## config.mk

```make
export PLATFORM = sky130hd
export DESIGN_NAME = hnf_rxreq_lcrd
export DESIGN_NICKNAME = d
export VERILOG_FILES = /design/src/rtl/chi_pkg.sv /design/src/rtl/hnf_posq_fifo.sv /design/src/rtl/hnf_rxreq_lcrd.sv
export SDC_FILE = /design/constraint.sdc
export NUM_CORES = 1
export LEC_CHECK = 0
export CORE_MARGIN = 4
export CORE_UTILIZATION = 50
export CTS_CLUSTER_SIZE = 12
export DETAILED_ROUTE_END_ITERATION = 10
export PLACE_DENSITY = 0.7
export SLEW_MARGIN = 20
export SYNTH_ARGS = -nofsm -noshare
export SYNTH_HDL_FRONTEND = slang
export SYNTH_HIERARCHICAL = 1
export SYNTH_SLANG_ARGS = --single-unit
export TNS_END_PERCENT = 50
```

## constraint.sdc

```tcl
create_clock -name clock -period 13.7 [get_ports clock]
set_input_delay 2.74 -clock clock [delete_from_list [all_inputs] [get_ports clock]]
set_output_delay 2.74 -clock clock [all_outputs]
set_load 0.03 [all_outputs]
```

## src/rtl/chi_pkg.sv

```systemverilog
// CHI REQ channel types shared by the HN-F link-layer receivers:
// request flit layout, ReqLCrdReturn opcode and link-state encoding.
package chi_pkg;

  typedef struct packed {
    logic [3:0]  qos;
    logic [6:0]  tgtid;
    logic [6:0]  srcid;
    logic [7:0]  txnid;
    logic [5:0]  opcode;
    logic [47:0] addr;
  } reqflit_t;

  localparam logic [5:0] REQ_LCRDRET = 6'h00;

  typedef enum logic [1:0] {
    STOP,
    ACTIVATE,
    RUN,
    DEACTIVATE
  } link_state_e;

endpackage

```

## src/rtl/hnf_posq_fifo.sv

```systemverilog
// First-word-fall-through FIFO with occupancy count.
// Ports: clock, reset, push/din, pop/dout/valid, count.
module hnf_posq_fifo #(
  parameter int WIDTH = 8,
  parameter int DEPTH = 8
) (
  input  logic                         clock,
  input  logic                         reset,
  input  logic                         push,
  input  logic [WIDTH-1:0]             din,
  input  logic                         pop,
  output logic [WIDTH-1:0]             dout,
  output logic                         valid,
  output logic [$clog2(DEPTH+1)-1:0]   count
);

  localparam int CW = $clog2(DEPTH + 1);
  localparam int AW = (DEPTH > 1) ? $clog2(DEPTH) : 1;

  logic [WIDTH-1:0] mem [DEPTH];
  logic [AW-1:0]    wr_ptr;
  logic [AW-1:0]    rd_ptr;
  logic             full;
  logic             do_push;
  logic             do_pop;

  function automatic logic [AW-1:0] inc(input logic [AW-1:0] p);
    return (p == AW'(DEPTH - 1)) ? '0 : p + 1'b1;
  endfunction

  assign valid   = (count != '0);
  assign full    = (count == CW'(DEPTH));
  assign do_pop  = pop && valid;
  assign do_push = push && (!full || do_pop);
  assign dout    = mem[rd_ptr];

  always_ff @(posedge clock) begin
    if (do_push) mem[wr_ptr] <= din;
  end

  always_ff @(posedge clock) begin
    if (reset) begin
      wr_ptr <= '0;
      rd_ptr <= '0;
      count  <= '0;
    end else begin
      if (do_push) wr_ptr <= inc(wr_ptr);
      if (do_pop)  rd_ptr <= inc(rd_ptr);
      unique case ({do_push, do_pop})
        2'b10:   count <= count + 1'b1;
        2'b01:   count <= count - 1'b1;
        default: count <= count;
      endcase
    end
  end

  a_no_overflow: assert property (
    @(posedge clock) disable iff (reset) !(push && full && !pop));

endmodule

```

## src/rtl/hnf_rxreq_lcrd.sv

```systemverilog
// HN-F RXREQ link receiver: link activation, L-credit issue/return, POSQ.
// Ports: link req/ack, flit in, lcrdv out, POSQ head handshake, status.
// Optional HNF_RXREQ_TGTID_CHK_EN adds TgtID filter (err_tgtid, tgtid_drop_cnt).
module hnf_rxreq_lcrd
  import chi_pkg::*;
#(
  parameter int         POSQ_DEPTH     = 8,
  parameter int         MAX_LCRD       = 15,
  parameter logic [6:0] HN_ID          = 7'h00,
  parameter logic [5:0] LCRDRET_OPCODE = REQ_LCRDRET
) (
  input  logic                              clock,
  input  logic                              reset,
  input  logic                              rxlinkactivereq,
  output logic                              rxlinkactiveack,
  input  logic                              rxreqflitpend,
  input  logic                              rxreqflitv,
  input  reqflit_t                          rxreqflit,
  output logic                              rxreqlcrdv,
  output reqflit_t                          posq_head,
  output logic                              posq_head_v,
  input  logic                              posq_head_rdy,
  output logic [$clog2(POSQ_DEPTH+1)-1:0]   posq_count,
  output logic [3:0]                        lcrd_out,
  output logic                              err_nocrd
`ifdef HNF_RXREQ_TGTID_CHK_EN
  ,
  output logic                              err_tgtid,
  output logic [7:0]                        tgtid_drop_cnt
`endif
);

  link_state_e state;
  link_state_e state_n;

  logic       has_crd;
  logic       consume;
  logic       is_ret;
  logic       tgt_ok;
  logic       enq;
  logic       issue;
  logic [7:0] crd_sum;
  logic       unused_pend;

  // The pending hint carries no functional meaning here.
  assign unused_pend = rxreqflitpend;

  assign has_crd = (lcrd_out != 4'd0);
  assign consume = rxreqflitv && has_crd;
  assign is_ret  = (rxreqflit.opcode == LCRDRET_OPCODE);

`ifdef HNF_RXREQ_TGTID_CHK_EN
  assign tgt_ok = (rxreqflit.tgtid == HN_ID);
`else
  assign tgt_ok = 1'b1;
`endif

  assign enq = consume && !is_ret && tgt_ok;

  // Credits in flight plus buffered entries must fit in the POSQ;
  // a same-cycle pop is ignored, so this never over-commits.
  assign crd_sum = 8'(lcrd_out) + 8'(posq_count);
  assign issue   = (state == RUN)
                && (lcrd_out < 4'(MAX_LCRD))
                && (crd_sum < 8'(POSQ_DEPTH));

  always_comb begin
    state_n         = state;
    rxlinkactiveack = 1'b1;
    unique case (state)
      STOP: begin
        rxlinkactiveack = 1'b0;
        if (rxlinkactivereq) state_n = ACTIVATE;
      end
      ACTIVATE: state_n = RUN;
      RUN: if (!rxlinkactivereq) state_n = DEACTIVATE;
      DEACTIVATE: if (!has_crd && !rxreqflitv) state_n = STOP;
      default: state_n = STOP;
    endcase
  end

  always_ff @(posedge clock) begin
    if (reset) begin
      state      <= STOP;
      rxreqlcrdv <= 1'b0;
      lcrd_out   <= 4'd0;
      err_nocrd  <= 1'b0;
    end else begin
      state      <= state_n;
      rxreqlcrdv <= issue;
      unique case ({issue, consume})
        2'b10:   lcrd_out <= lcrd_out + 4'd1;
        2'b01:   lcrd_out <= lcrd_out - 4'd1;
        default: lcrd_out <= lcrd_out;
      endcase
      if (rxreqflitv && !has_crd) err_nocrd <= 1'b1;
    end
  end

`ifdef HNF_RXREQ_TGTID_CHK_EN
  always_ff @(posedge clock) begin
    if (reset) begin
      err_tgtid      <= 1'b0;
      tgtid_drop_cnt <= 8'd0;
    end else if (consume && !is_ret && !tgt_ok) begin
      err_tgtid <= 1'b1;
      if (tgtid_drop_cnt != 8'hFF)
        tgtid_drop_cnt <= tgtid_drop_cnt + 8'd1;
    end
  end
`endif

  hnf_posq_fifo #(
    .WIDTH ($bits(reqflit_t)),
    .DEPTH (POSQ_DEPTH)
  ) u_posq (
    .clock (clock),
    .reset (reset),
    .push  (enq),
    .din   (rxreqflit),
    .pop   (posq_head_rdy),
    .dout  (posq_head),
    .valid (posq_head_v),
    .count (posq_count)
  );

  a_lcrd_nowrap: assert property (
    @(posedge clock) disable iff (reset)
    !(issue && !consume && lcrd_out == 4'hF));

endmodule

```

* After elaboration in Yosys (flattened, before gate mapping)
Memories as Yosys holds them, arrays and structs flattened. A register that Yosys moved wholly into a read port is not among the register bits. Index checks and enable logic that the tools add are counted.
Operators by class: add/sub/neg operators 7, magnitude comparators 2, eq/ne operators 13, muxes and demuxes 13, reduce and logical (&&, ||, !) cells 20
Operators by type and width (number):
- 4-bit one-hot mux with 2 select lines | 2
- 3-bit 2-to-1 mux | 4
- 4-bit by 1-bit adder with 4-bit output (second input constant) | 2
- 2-bit equality test (second input constant) | 4
- 1-bit logical AND | 8
- 2-bit one-hot mux with 4 select lines | 1
- 4-bit nonzero test | 2
- 4-bit by 1-bit subtractor with 4-bit output (second input constant) | 2
- 3-bit by 1-bit adder with 3-bit output (second input constant) | 2
- 2-bit by 1-bit equality test with 1-bit output (second input constant) | 3
- 3-bit equality test (second input constant) | 2
- 6-bit zero test | 1
- 2-bit 2-to-1 mux | 3
- 2-bit inequality test (second input constant) | 3
- 4-bit by 4-bit adder with 5-bit output | 1
- 5-bit by 4-bit less-than comparator with 1-bit output (second input constant) | 1
- 4-bit equality test (second input constant) | 1
- 1-bit zero test | 4
- 4-bit less-than comparator (second input constant) | 1
- 2-bit nonzero test | 2
- 1-bit 2-to-1 mux | 3
- 3-bit AND reduction | 1
- 2-bit zero test | 1
- 1-bit logical OR | 1
Storage, ports and cells: bits in registers 18, RAM bits 640, input bits 86, memories 1
Memory list:
- u_posq.mem | words 8, width 80, rd ports 1, clocked after Yosys merged registers in 1, write ports 1, line hnf_posq_fifo.sv:20 | logic [WIDTH-1:0] mem [DEPTH];

* Logic depth before layout (Yosys ltp)
Gate-level depths: netlist (run 1).
depth after elaboration 6, mapped depth 11, gate-level depth less buffers 11

* Modules after synthesis
Netlist (run 1), hierarchy kept.
Modules (own cells, without submodules):
- hnf_posq_fifo | times used 1, cells an instance 1008, area an instance 24730.0 µm², sequential area each 19478.7 µm²
- hnf_rxreq_lcrd | times used 1, cells an instance 63, area an instance 566.8 µm², sequential area each 160.2 µm²

* Worst setup path after synthesis (run 1)
Ideal clock, no wire load.
kind input port to flip-flop, start point input rxreqflitv, end point memory u_posq/mem[0][0] (netlist name) (enable), setup time 0.715 ns, arrival time 10.858 ns, slack 2.127 ns, stages on the path 5, buffers on the path 1, cells stage by stage and2_2 -> o31a_1 -> buf_2 -> o21ai_2 -> nor4_1
On the way: cells in the longest elaborated chain, start to end 5
RTL lines:
- from (decl) | line hnf_rxreq_lcrd.sv:17 | input logic rxreqflitv,
- 1-bit logical AND | line hnf_rxreq_lcrd.sv:49 | assign consume = rxreqflitv && has_crd;
- 1-bit logical AND | line hnf_rxreq_lcrd.sv:58 | assign enq = consume && !is_ret && tgt_ok;
- net enq | line hnf_rxreq_lcrd.sv:40 | logic enq;
- 1-bit logical AND | line hnf_posq_fifo.sv:34 | assign do_push = push && (!full || do_pop);
- 1-bit 2-to-1 mux | line hnf_posq_fifo.sv:38 | if (do_push) mem[wr_ptr] <= din;
- 1-bit 2-to-1 mux (not written as such) | line hnf_posq_fifo.sv:38
- to (decl) | line hnf_posq_fifo.sv:20
The timed path passes the listed nets, and every way through them passes these cells.

==> key figures, run 1 <==
Min path
  – Path type of the worst min-delay path: flop to flop
  – Hold endpoint: err_nocrd
  – Startpoint of the tightest hold check path: err_nocrd
  – Cell depth of the worst hold path: 2

Global route
  – Largest net degree at the start of global routing: 121
  – Initial antenna violation count: 4
  – GRT Residual Overflow: 0
  – Global routing usage summed across all routing layers: 0.185
  – Via count of the first global-routing pass: 12100
  – First-pass GRT wire length: 74600 µm

Clock tree
  – Post-cts resize count: 0
  – Hold buffer count at cts: 0
  – CTS max path bufs: 3
  – TritonCTS clock tree: done
  – Post-CTS Setup Repair Bufs: 0
  – Clk_lat worst skew: 0.60 ns
  – Root buf cell: sky130_fd_sc_hd__clkbuf_16
  – TritonCTS buffer count: 69
  – Sink count of the clock tree: 661
  – H-tree lvl count: 3
  – Clock transition at the registers of the reported paths: 0.05 ns

Synth
  – Flops & latches, synth: 661
  – Post-synthesis average cell area: 23.6 µm²
  – Sequential cell area fraction in the yosys report: 0.776
  – Total standard cell area after synthesis: 25300 µm²
  – Top_reg_cell synth: sky130_fd_sc_hd__edfxtp_1
  – Ys Warns: 6
  – Cell variety after synth: 47
  – Number of standard cells after synthesis: 1071
  – Syn nets: 1175
  – Number of enable-type register cells in the synthesized netlist: 640
  – Post-synthesis async set-or-reset flop share: 0

Timing
  – Clk_skew: 0.0157 ns
  – Setup repair after global routing missed its margin: false
  – Time the final worst path needs with I/O delays and setup: 6.77 ns
  – Worst Hold Margin: 0.473 ns
  – Transition at the pin with the smallest max-transition slack: 1.08 ns
  – Final Slew Violations: 0
  – Worst rel slew slack: 0.277
  – Setup Total Neg Slack: 0 ns
  – Hold violation total from the final report: 0
  – Tcrit/Tclk final: 0.494
  – Number of endpoints failing setup at the final stage: 0
  – Highest Clock Rate: 148 MHz
  – Fin worst setup slack: 6.93 ns

Power and ir drop
  – Static leakage: 9.21 nW
  – IR drop worst, VDD: 0.000144 V
  – Power density over cell area: 181 nW/µm²

Drt
  – Routed vias: 11400
  – Vias per inst: 5.71
  – Aggregate routed wire length: 49000 µm
  – First-pass detailed-route iteration total: 4
  – DRC marker count from the first detailed-route iteration: 689
  – Wire per inst: 24.5 µm
  – Final routed DRC violation total: 0
  – Count of antenna-violating nets left after detailed routing: 0

Job
  – Max Cap Viol: 0

Setup path
  – Worst reg2reg path startpoint: lcrd_out[1]
  – Start-to-end type of the worst setup path: flop to output port
  – Critical path startpoint category: flop
  – Path depth of the worst reg2reg path: 6
  – End of the worst register-to-register path: u_posq/mem[7][69]
  – Highest net fanout along the worst path: 72
  – Critical path arrival: 4.03 ns
  – Worst endpoint required time: 10.96 ns
  – Critical path endpoint category: output port
  – Setup slack, reg-to-reg: 9.86 ns

Die
  – Die boundary width: 233 µm
  – Vert. Die Dim: 233 µm
  – Area of the core: 50100 µm²
  – Number of placement rows: 82
  – I/O pin count: 178
  – Die area: 54300 µm²
  – Initial Util: 0.505

Placement
  – Input/output buffers: 176
  – Sum of net half-perimeters after detailed placement: 25000 µm
  – RD Place Congestion: 0.721
  – Worst Setup Slack post-DPL: 6.85 ns

Finish
  – Fraction of final layout cells sized beyond drive strength 1: 0.272
  – Diode insertion count for antenna repair: 0
  – Fill cell total of the finished layout: 3618
  – Layout overhead on the synthesized area: 18.0%
  – Total Nets Final: 1393

Run status
  – Result of the run: finished, final reports clean
[worst max-delay path by stage]
stage | from | end | slack [ns] | cells after the start
finish | flop | posq_head[67] | 6.93 | 5
global route | flop | posq_head[67] | 6.58 | 5
CTS | flop | posq_head[67] | 6.82 | 4
detailed placement | rxreqflit[48] | u_posq/mem[5][78] | 6.85 | 6
global placement | rxreqflit[48] | u_posq/mem[5][65] | 6.90 | 6
floorplan | rxreqflitv | u_posq/mem[0][0] | 2.13 | 5
[cell families after synthesis]
group           synth area share
compound gates           0.00791
xor+xnor                 0.00173
fa+ha+maj                0.00950
buf+inv                   0.0131
flops                      0.776
mux                        0.180
simple gates              0.0114
[area by class of cell]
type	count	area [µm²]	area share
Timing Repair Buffer	196	1960	0.0656
Multi-Input combinational cell	350	5380	0.180
Sequential cell	661	19700	0.658
Tap cell	672	841	0.0282
Inverter	11	41.3	0.00138
Clock buffer	91	1870	0.0628
Clock inverter	17	108	0.00361
[stage by stage]
step,area [µm²],util,total power [mW],std cells
final,29800,0.596,5.42,1998
after global routing,29800,0.596,5.66,1998
after CTS,29800,0.595,5.48,1996
after detailed placement,27800,0.556,3.80,1888
after global placement,27800,0.556,3.79,1888
after floorplan,25300,-,3.39,1071
[registers in the layout (all words and copies together) (netlist names), named ones only]
| name | flops |
|---|---|
| u_posq/count | 4 |
| lcrd_out | 4 |
| rxreqlcrdv | 1 |
| u_posq/mem | 640 |
| err_nocrd | 1 |
| state | 2 |
| u_posq/wr_ptr | 3 |
| u_posq/rd_ptr | 3 |
[cell usage in the layout (no fill, tap or decap), drive strengths merged, types with 13 or more instances in the layout]
master / instances
nor2: 18
buf: 20
inv: 15
edfxtp: 640
dfxtp: 21
clkbuf: 91
clkdlybuf4s50: 176
clkinv: 13
ha: 16
mux2: 80
mux4: 160
[per-layer routing]
metal	up-vias	wire length, µm	track usage
met2	287	24300	0.297
li1	4969	-	-
met4	8	675	0.0473
met3	59	2570	0.0402
met5	-	61	0
met1	6085	21300	0.261
[critical path, cell delays in order, from the launching register on]
cell and delay (ns):
sky130_fd_sc_hd__dfxtp_4 0.92, sky130_fd_sc_hd__buf_12 0.41, sky130_fd_sc_hd__buf_16 0.44, sky130_fd_sc_hd__mux4_2 0.59
sky130_fd_sc_hd__mux2_2 0.28, sky130_fd_sc_hd__clkdlybuf4s50_1 0.65
[power breakdown]
group,leakage (nW),internal (mW),switching (mW)
sequential,5.93,2.31,0.0759
clock,0.968,0.956,0.711
combinational,2.31,0.668,0.692
total,9.21,3.94,1.48
[Yosys cell counts (all sizes together), types with 5 or more instances]
cell | instances | area (µm²)
nor2 | 18 | 67.6
ha | 16 | 200
mux4 | 160 | 3600
buf | 33 | 229
mux2 | 80 | 901
inv | 11 | 41.3
mux2i | 5 | 50.1
edfxtp | 640 | 19200
a21oi | 12 | 60.1
clkbuf | 16 | 60.1
dfxtp | 21 | 420
nor3 | 5 | 25.0
nand2 | 5 | 18.8
No activity file was read; power rests on OpenSTA's default activity.
==> run 2: changes to the inputs <==
==> constraint.sdc (replaced) <==
create_clock -name clock -period 6.5 [get_ports clock]
set_input_delay 1.3 -clock clock [delete_from_list [all_inputs] [get_ports clock]]
set_output_delay 1.3 -clock clock [all_outputs]
set_load 0.03 [all_outputs]
==> key figures, run 2 (synthesized netlist as in run 1, its figures left out) <==
Run status
  – Result of the run: finished, final reports clean (unchanged)

Drt
  – Final routed DRC violation total: 0 (unchanged)
  – Vias per inst: 5.70 (was 5.71)
  – First-pass detailed-route iteration total: 4 (unchanged)
  – Aggregate routed wire length: 48500 µm (was 49000 µm)
  – DRC marker count from the first detailed-route iteration: 760 (was 689)
  – Count of antenna-violating nets left after detailed routing: 0 (unchanged)
  – Routed vias: 11300 (was 11400)
  – Wire per inst: 24.4 µm (was 24.5 µm)

Placement
  – Placed cell count: 1891 (was 1888)
  – RD Place Congestion: 0.700 (was 0.721)
  – Sum of net half-perimeters after detailed placement: 24500 µm (was 25000 µm)
  – Placed instance area: 27900 µm² (was 27800 µm²)
  – Worst Setup Slack post-DPL: 1.98 ns (was 6.85 ns)
  – Input/output buffers: 176 (unchanged)

Timing
  – Setup Total Neg Slack: 0 ns (unchanged)
  – Number of endpoints failing setup at the final stage: 0 (unchanged)
  – Setup repair after global routing missed its margin: false (unchanged)
  – Tcrit/Tclk final: 0.748
  – Final Slew Violations: 0 (unchanged)
  – Worst rel slew slack: 0.304 (was 0.277)
  – Hold violation total from the final report: 0 (unchanged)
  – Time the final worst path needs with I/O delays and setup: 4.86 ns
  – Highest Clock Rate: 206 MHz
  – Transition at the pin with the smallest max-transition slack: 1.04 ns (was 1.08 ns)
  – Fin worst setup slack: 1.64 ns (was 6.93 ns)
  – Clk_skew: 0.0133 ns (was 0.0157 ns)
  – Worst Hold Margin: 0.480 ns (was 0.473 ns)

Die
  – Initial Util: 0.505 (unchanged)
  – Area of the core: 50100 µm² (unchanged)
  – I/O pin count: 178 (unchanged)
  – Die area: 54300 µm² (unchanged)
  – Number of placement rows: 82 (unchanged)
  – Die boundary width: 233 µm (unchanged)
  – Vert. Die Dim: 233 µm (unchanged)

Setup path
  – Highest net fanout along the worst path: 52 (was 72)
  – Start-to-end type of the worst setup path: flop to output port (unchanged)
  – Critical path startpoint category: flop (unchanged)
  – Worst reg2reg path startpoint: lcrd_out[1] (unchanged)
  – Critical path arrival: 3.56 ns (was 4.03 ns)
  – Critical path endpoint category: output port (unchanged)
  – Worst endpoint required time: 5.20 ns (was 10.96 ns)

Finish
  – Commonest non-fill, non-tap cell in the layout: sky130_fd_sc_hd__edfxtp_1 (unchanged)
  – Total Nets Final: 1393 (unchanged)
  – Largest register FFs: 640 (unchanged)
  – Top library cells by usage in the layout, fill and taps aside: 640 x sky130_fd_sc_hd__edfxtp_1, 176 x sky130_fd_sc_hd__clkdlybuf4s50_1, 160 x sky130_fd_sc_hd__mux4_2 (unchanged)
  – Largest registers: u_posq/mem: 640 flops, lcrd_out: 4 flops, u_posq/count: 4 flops (unchanged)
  – Diode insertion count for antenna repair: 0 (unchanged)
  – Biggest register: u_posq/mem (unchanged)
  – Final Instance Count excl. Fillers: 1991 (was 1998)
  – Layout overhead on the synthesized area: 18.1% (was 18.0%)
  – Fraction of final layout cells sized beyond drive strength 1: 0.271 (was 0.272)
  – Post-route cell area: 29900 µm² (was 29800 µm²)
  – Post-layout util: 0.597 (was 0.596)

Power and ir drop
  – Static leakage: 9.21 nW (about the same)
  – PnR Total Power: 11.4 mW (was 5.42 mW)
  – IR drop worst, VDD: 0.000309 V (was 0.000144 V)
  – Power density over cell area: 382 nW/µm² (was 181 nW/µm²)

Clock tree
  – Post-CTS Setup Repair Bufs: 0 (unchanged)
  – Sink count of the clock tree: 661 (unchanged)
  – Root buf cell: sky130_fd_sc_hd__clkbuf_16 (unchanged)
  – CTS max path bufs: 3 (unchanged)
  – H-tree lvl count: 3 (unchanged)
  – Clk_lat worst skew: 0.59 ns (was 0.60 ns)
  – TritonCTS clock tree: done (unchanged)
  – Post-cts resize count: 0 (unchanged)
  – TritonCTS buffer count: 68 (was 69)
  – Clock transition at the registers of the reported paths: 0.06 ns (was 0.05 ns)
  – Hold buffer count at cts: 0 (unchanged)

Global route
  – Global routing usage summed across all routing layers: 0.182 (was 0.185)
  – First-pass GRT wire length: 73700 µm (was 74600 µm)
  – Via count of the first global-routing pass: 12200 (was 12100)
  – GRT Residual Overflow: 0 (unchanged)
  – Initial antenna violation count: 3 (was 4)
  – Largest net degree at the start of global routing: 81 (was 121)

Min path
  – Path type of the worst min-delay path: flop to flop (unchanged)
  – Startpoint of the tightest hold check path: err_nocrd (unchanged)

Job
  – Max Cap Viol: 0 (unchanged)
-- run 2: changes by cell type in the layout (fill, tap and decap cells not counted), sizes merged --
cell	change
bufinv	+1
inv	-4
buf	+1
clkinv	-1
clkbuf	-4
-- run 2: layer usage --
metal	up-vias	GRT usage	wire, µm
met5	-	0	45
met4	6	0.0529	822
met3	64	0.0324	2200
met2	291	0.304	24800
met1	6021	0.251	20600
li1	4962	-	-
-- run 2: final timing paths --
kind	slack, ns	to	depth (start not counted)
setup reg to reg	3.44	u_posq/mem[7][59]	6
hold / removal	0.48	err_nocrd	2
hold reg to reg	0.48	err_nocrd	2
setup / recovery	1.64	posq_head[4]	4
-- run 2: critical path: stages, from the launching register on --
cell and delay (ns):
sky130_fd_sc_hd__dfxtp_4 0.96, sky130_fd_sc_hd__buf_12 0.44, sky130_fd_sc_hd__mux4_2 0.57, sky130_fd_sc_hd__mux2_2 0.28
sky130_fd_sc_hd__clkdlybuf4s50_1 0.64
-- run 2: area by class of cell --
type | instances | area (µm²)
clock buffer | 87 | 1880
clock inverter | 13 | 81.3
fill | 3529 | 20200
inverter | 11 | 41.3
multi-input combinational | 350 | 5390
sequential | 661 | 19700
tap | 672 | 841
timing repair buffer | 197 | 2010
-- run 2: power breakdown --
group / internal (mW) / switching, mW / total (mW)
Clock: 2.05 / 1.45 / 3.50
Sequential: 4.87 / 0.174 / 5.04
Combinational: 1.42 / 1.45 / 2.87
==> run 3: changes to the inputs <==
==> constraint.sdc (replaced) <==
create_clock -name clock -period 4.55 [get_ports clock]
set_input_delay 0.91 -clock clock [delete_from_list [all_inputs] [get_ports clock]]
set_output_delay 0.91 -clock clock [all_outputs]
set_load 0.03 [all_outputs]
==> key figures, run 3 (synthesized netlist as in run 1, its figures left out) <==
Run status
  – Result of the run: finished, final reports clean (unchanged)

Finish
  – Biggest register: u_posq/mem (unchanged)
  – Largest register FFs: 640 (unchanged)
  – Top library cells by usage in the layout, fill and taps aside: 640 x sky130_fd_sc_hd__edfxtp_1, 176 x sky130_fd_sc_hd__clkdlybuf4s50_1, 160 x sky130_fd_sc_hd__mux4_2 (unchanged)
  – Largest registers: u_posq/mem: 640 flops, lcrd_out: 4 flops, u_posq/count: 4 flops (unchanged)
  – Post-route cell area: 30100 µm² (was 29900 µm²)
  – Multi-input gate area in the final layout: 5410 µm² (was 5390 µm²)
  – Fraction of final layout cells sized beyond drive strength 1: 0.271 (about the same)
  – Layout overhead on the synthesized area: 19.0% (was 18.1%)
  – Area taken by flip-flops and latches: 19700 µm² (unchanged)
  – Commonest non-fill, non-tap cell in the layout: sky130_fd_sc_hd__edfxtp_1 (unchanged)
  – Fill cell total of the finished layout: 3547 (was 3529)
  – Total Nets Final: 1396 (was 1393)

Timing
  – Setup repair after global routing missed its margin: false (unchanged)
  – Tcrit/Tclk final: 0.867
  – Clk_skew: 0.0251 ns (was 0.0133 ns)
  – Final Slew Violations: 0 (unchanged)
  – Time the final worst path needs with I/O delays and setup: 3.94 ns
  – Hold violation total from the final report: 0 (unchanged)
  – Transition at the pin with the smallest max-transition slack: 0.878 ns (was 1.04 ns)
  – Fin worst setup slack: 0.606 ns (was 1.64 ns)
  – Worst rel slew slack: 0.412 (was 0.304)
  – Highest Clock Rate: 254 MHz
  – Number of endpoints failing setup at the final stage: 0 (unchanged)

Drt
  – First-pass detailed-route iteration total: 5 (was 4)
  – Count of antenna-violating nets left after detailed routing: 0 (unchanged)
  – Routed vias: 11400 (was 11300)
  – DRC marker count from the first detailed-route iteration: 809 (was 760)
  – Vias per inst: 5.69 (was 5.70)
  – Final routed DRC violation total: 0 (unchanged)
  – Aggregate routed wire length: 48800 µm (was 48500 µm)
  – Wire per inst: 24.3 µm (was 24.4 µm)

Setup path
  – Series of cell instances along the critical path: buf_12 -> mux4_2 -> mux2_2 -> clkdlybuf4s50_1 (unchanged)
  – Peak per-stage delay on the critical path: 0.60 ns (was 0.96 ns)
  – Worst endpoint required time: 3.64 ns (was 5.20 ns)
  – Start-to-end type of the worst setup path: flop to output port (unchanged)
  – Highest net fanout along the worst path: 76 (was 52)
  – Critical path startpoint category: flop (unchanged)
  – Cell at the slowest stage of the critical path: sky130_fd_sc_hd__clkdlybuf4s50_1 (was sky130_fd_sc_hd__dfxtp_4)
  – Critical path arrival: 3.03 ns (was 3.56 ns)
  – Critical path endpoint category: output port (unchanged)
  – Number of buffers and inverters on the critical path: 2 (unchanged)
  – Cell family with most CP delay: buffers and inverters (unchanged)

Die
  – Die boundary width: 233 µm (unchanged)
  – Initial Util: 0.505 (unchanged)
  – Area of the core: 50100 µm² (unchanged)
  – I/O pin count: 178 (unchanged)
  – Die area: 54300 µm² (unchanged)
  – Vert. Die Dim: 233 µm (unchanged)
  – Number of placement rows: 82 (unchanged)

Clock tree
  – Clock transition at the registers of the reported paths: 0.05 ns (was 0.06 ns)
  – Sink count of the clock tree: 661 (unchanged)
  – Clk_lat worst skew: 0.59 ns (about the same)
  – H-tree lvl count: 3 (unchanged)
  – Post-CTS Setup Repair Bufs: 0 (unchanged)
  – CTS max path bufs: 3 (unchanged)
  – TritonCTS clock tree: done (unchanged)
  – Root buf cell: sky130_fd_sc_hd__clkbuf_16 (unchanged)
  – TritonCTS buffer count: 69 (was 68)
  – Post-cts resize count: 0 (unchanged)
  – Hold buffer count at cts: 0 (unchanged)

Min path
  – Path type of the worst min-delay path: flop to flop (unchanged)

Global route
  – Global routing usage summed across all routing layers: 0.185 (was 0.182)
  – First-pass GRT wire length: 74600 µm (was 73700 µm)
  – GRT Residual Overflow: 0 (unchanged)
  – Initial antenna violation count: 5 (was 3)
  – Largest net degree at the start of global routing: 85 (was 81)
  – Via count of the first global-routing pass: 12300 (was 12200)

Placement
  – Worst Setup Slack post-DPL: 0.424 ns (was 1.98 ns)
  – Sum of net half-perimeters after detailed placement: 25400 µm (was 24500 µm)
  – Input/output buffers: 176 (unchanged)
  – Placed instance area: 28100 µm² (was 27900 µm²)
  – RD Place Congestion: 0.726 (was 0.700)

Power and ir drop
  – IR drop worst, VDD: 0.000510 V (was 0.000309 V)
  – Static leakage: 9.27 nW (was 9.21 nW)
  – PnR Total Power: 16.5 mW (was 11.4 mW)
  – Power density over cell area: 547 nW/µm² (was 382 nW/µm²)

Job
  – Max Cap Viol: 0 (unchanged)
run 3: area by class of cell:
class | instances | share of cell area
Timing Repair Buffer | 199 | 0.0701
Tap cell | 672 | 0.0279
Clock inverter | 21 | 0.00536
Clock buffer | 92 | 0.0624
Sequential cell | 661 | 0.653
Antenna cell | 2 | 0.000166
Multi-Input combinational cell | 350 | 0.180
Inverter | 11 | 0.00137
run 3: path summary, 6_finish.rpt:
| kind | startpoint | to | slack, ns | depth (start not counted) |
|---|---|---|---|---|
| setup / recovery | flop | posq_head[13] | 0.61 | 4 |
| hold reg to reg | err_nocrd | err_nocrd | 0.47 | 2 |
| setup reg to reg | lcrd_out[1] | u_posq/count[3] | 1.59 | 10 |
| hold / removal | err_nocrd | err_nocrd | 0.47 | 2 |
run 3: through the flow:
step	hold WS [ns]	utilization	TNS [ns]	instances
after floorplan	0.463	-	-386.68	1071
after global placement	0.457	0.560	0	1893
after detailed placement	0.461	0.560	0	1893
after CTS	0.479	0.601	0	2006
after global routing	0.499	0.601	0	2006
final	0.471	0.601	0	2008
run 3: worst register-to-register path: stages, from the launching register on:
cell,delay (ns)
sky130_fd_sc_hd__dfxtp_1,0.37
sky130_fd_sc_hd__or4_4,0.58
sky130_fd_sc_hd__and2_2,0.23
sky130_fd_sc_hd__o31a_1,0.22
sky130_fd_sc_hd__or2_2,0.36
sky130_fd_sc_hd__inv_1,0.08
sky130_fd_sc_hd__ha_1,0.26
sky130_fd_sc_hd__a21oi_1,0.26
sky130_fd_sc_hd__and2_1,0.20
sky130_fd_sc_hd__o221ai_1,0.13
sky130_fd_sc_hd__a31oi_1,0.18
run 3: power breakdown:
| group | internal, mW | switching, mW |
|---|---|---|
| Combinational | 2.04 | 2.20 |
| Sequential | 6.96 | 0.131 |
| Clock | 2.99 | 2.14 |
run 3: per-layer routing:
metal,up-vias,GRT usage,part of all wire
li1,4982,-,-
met1,6095,0.251,0.42
met2,278,0.309,0.50
met3,66,0.0400,0.056
met4,6,0.0519,0.016
met5,-,0,0.00084
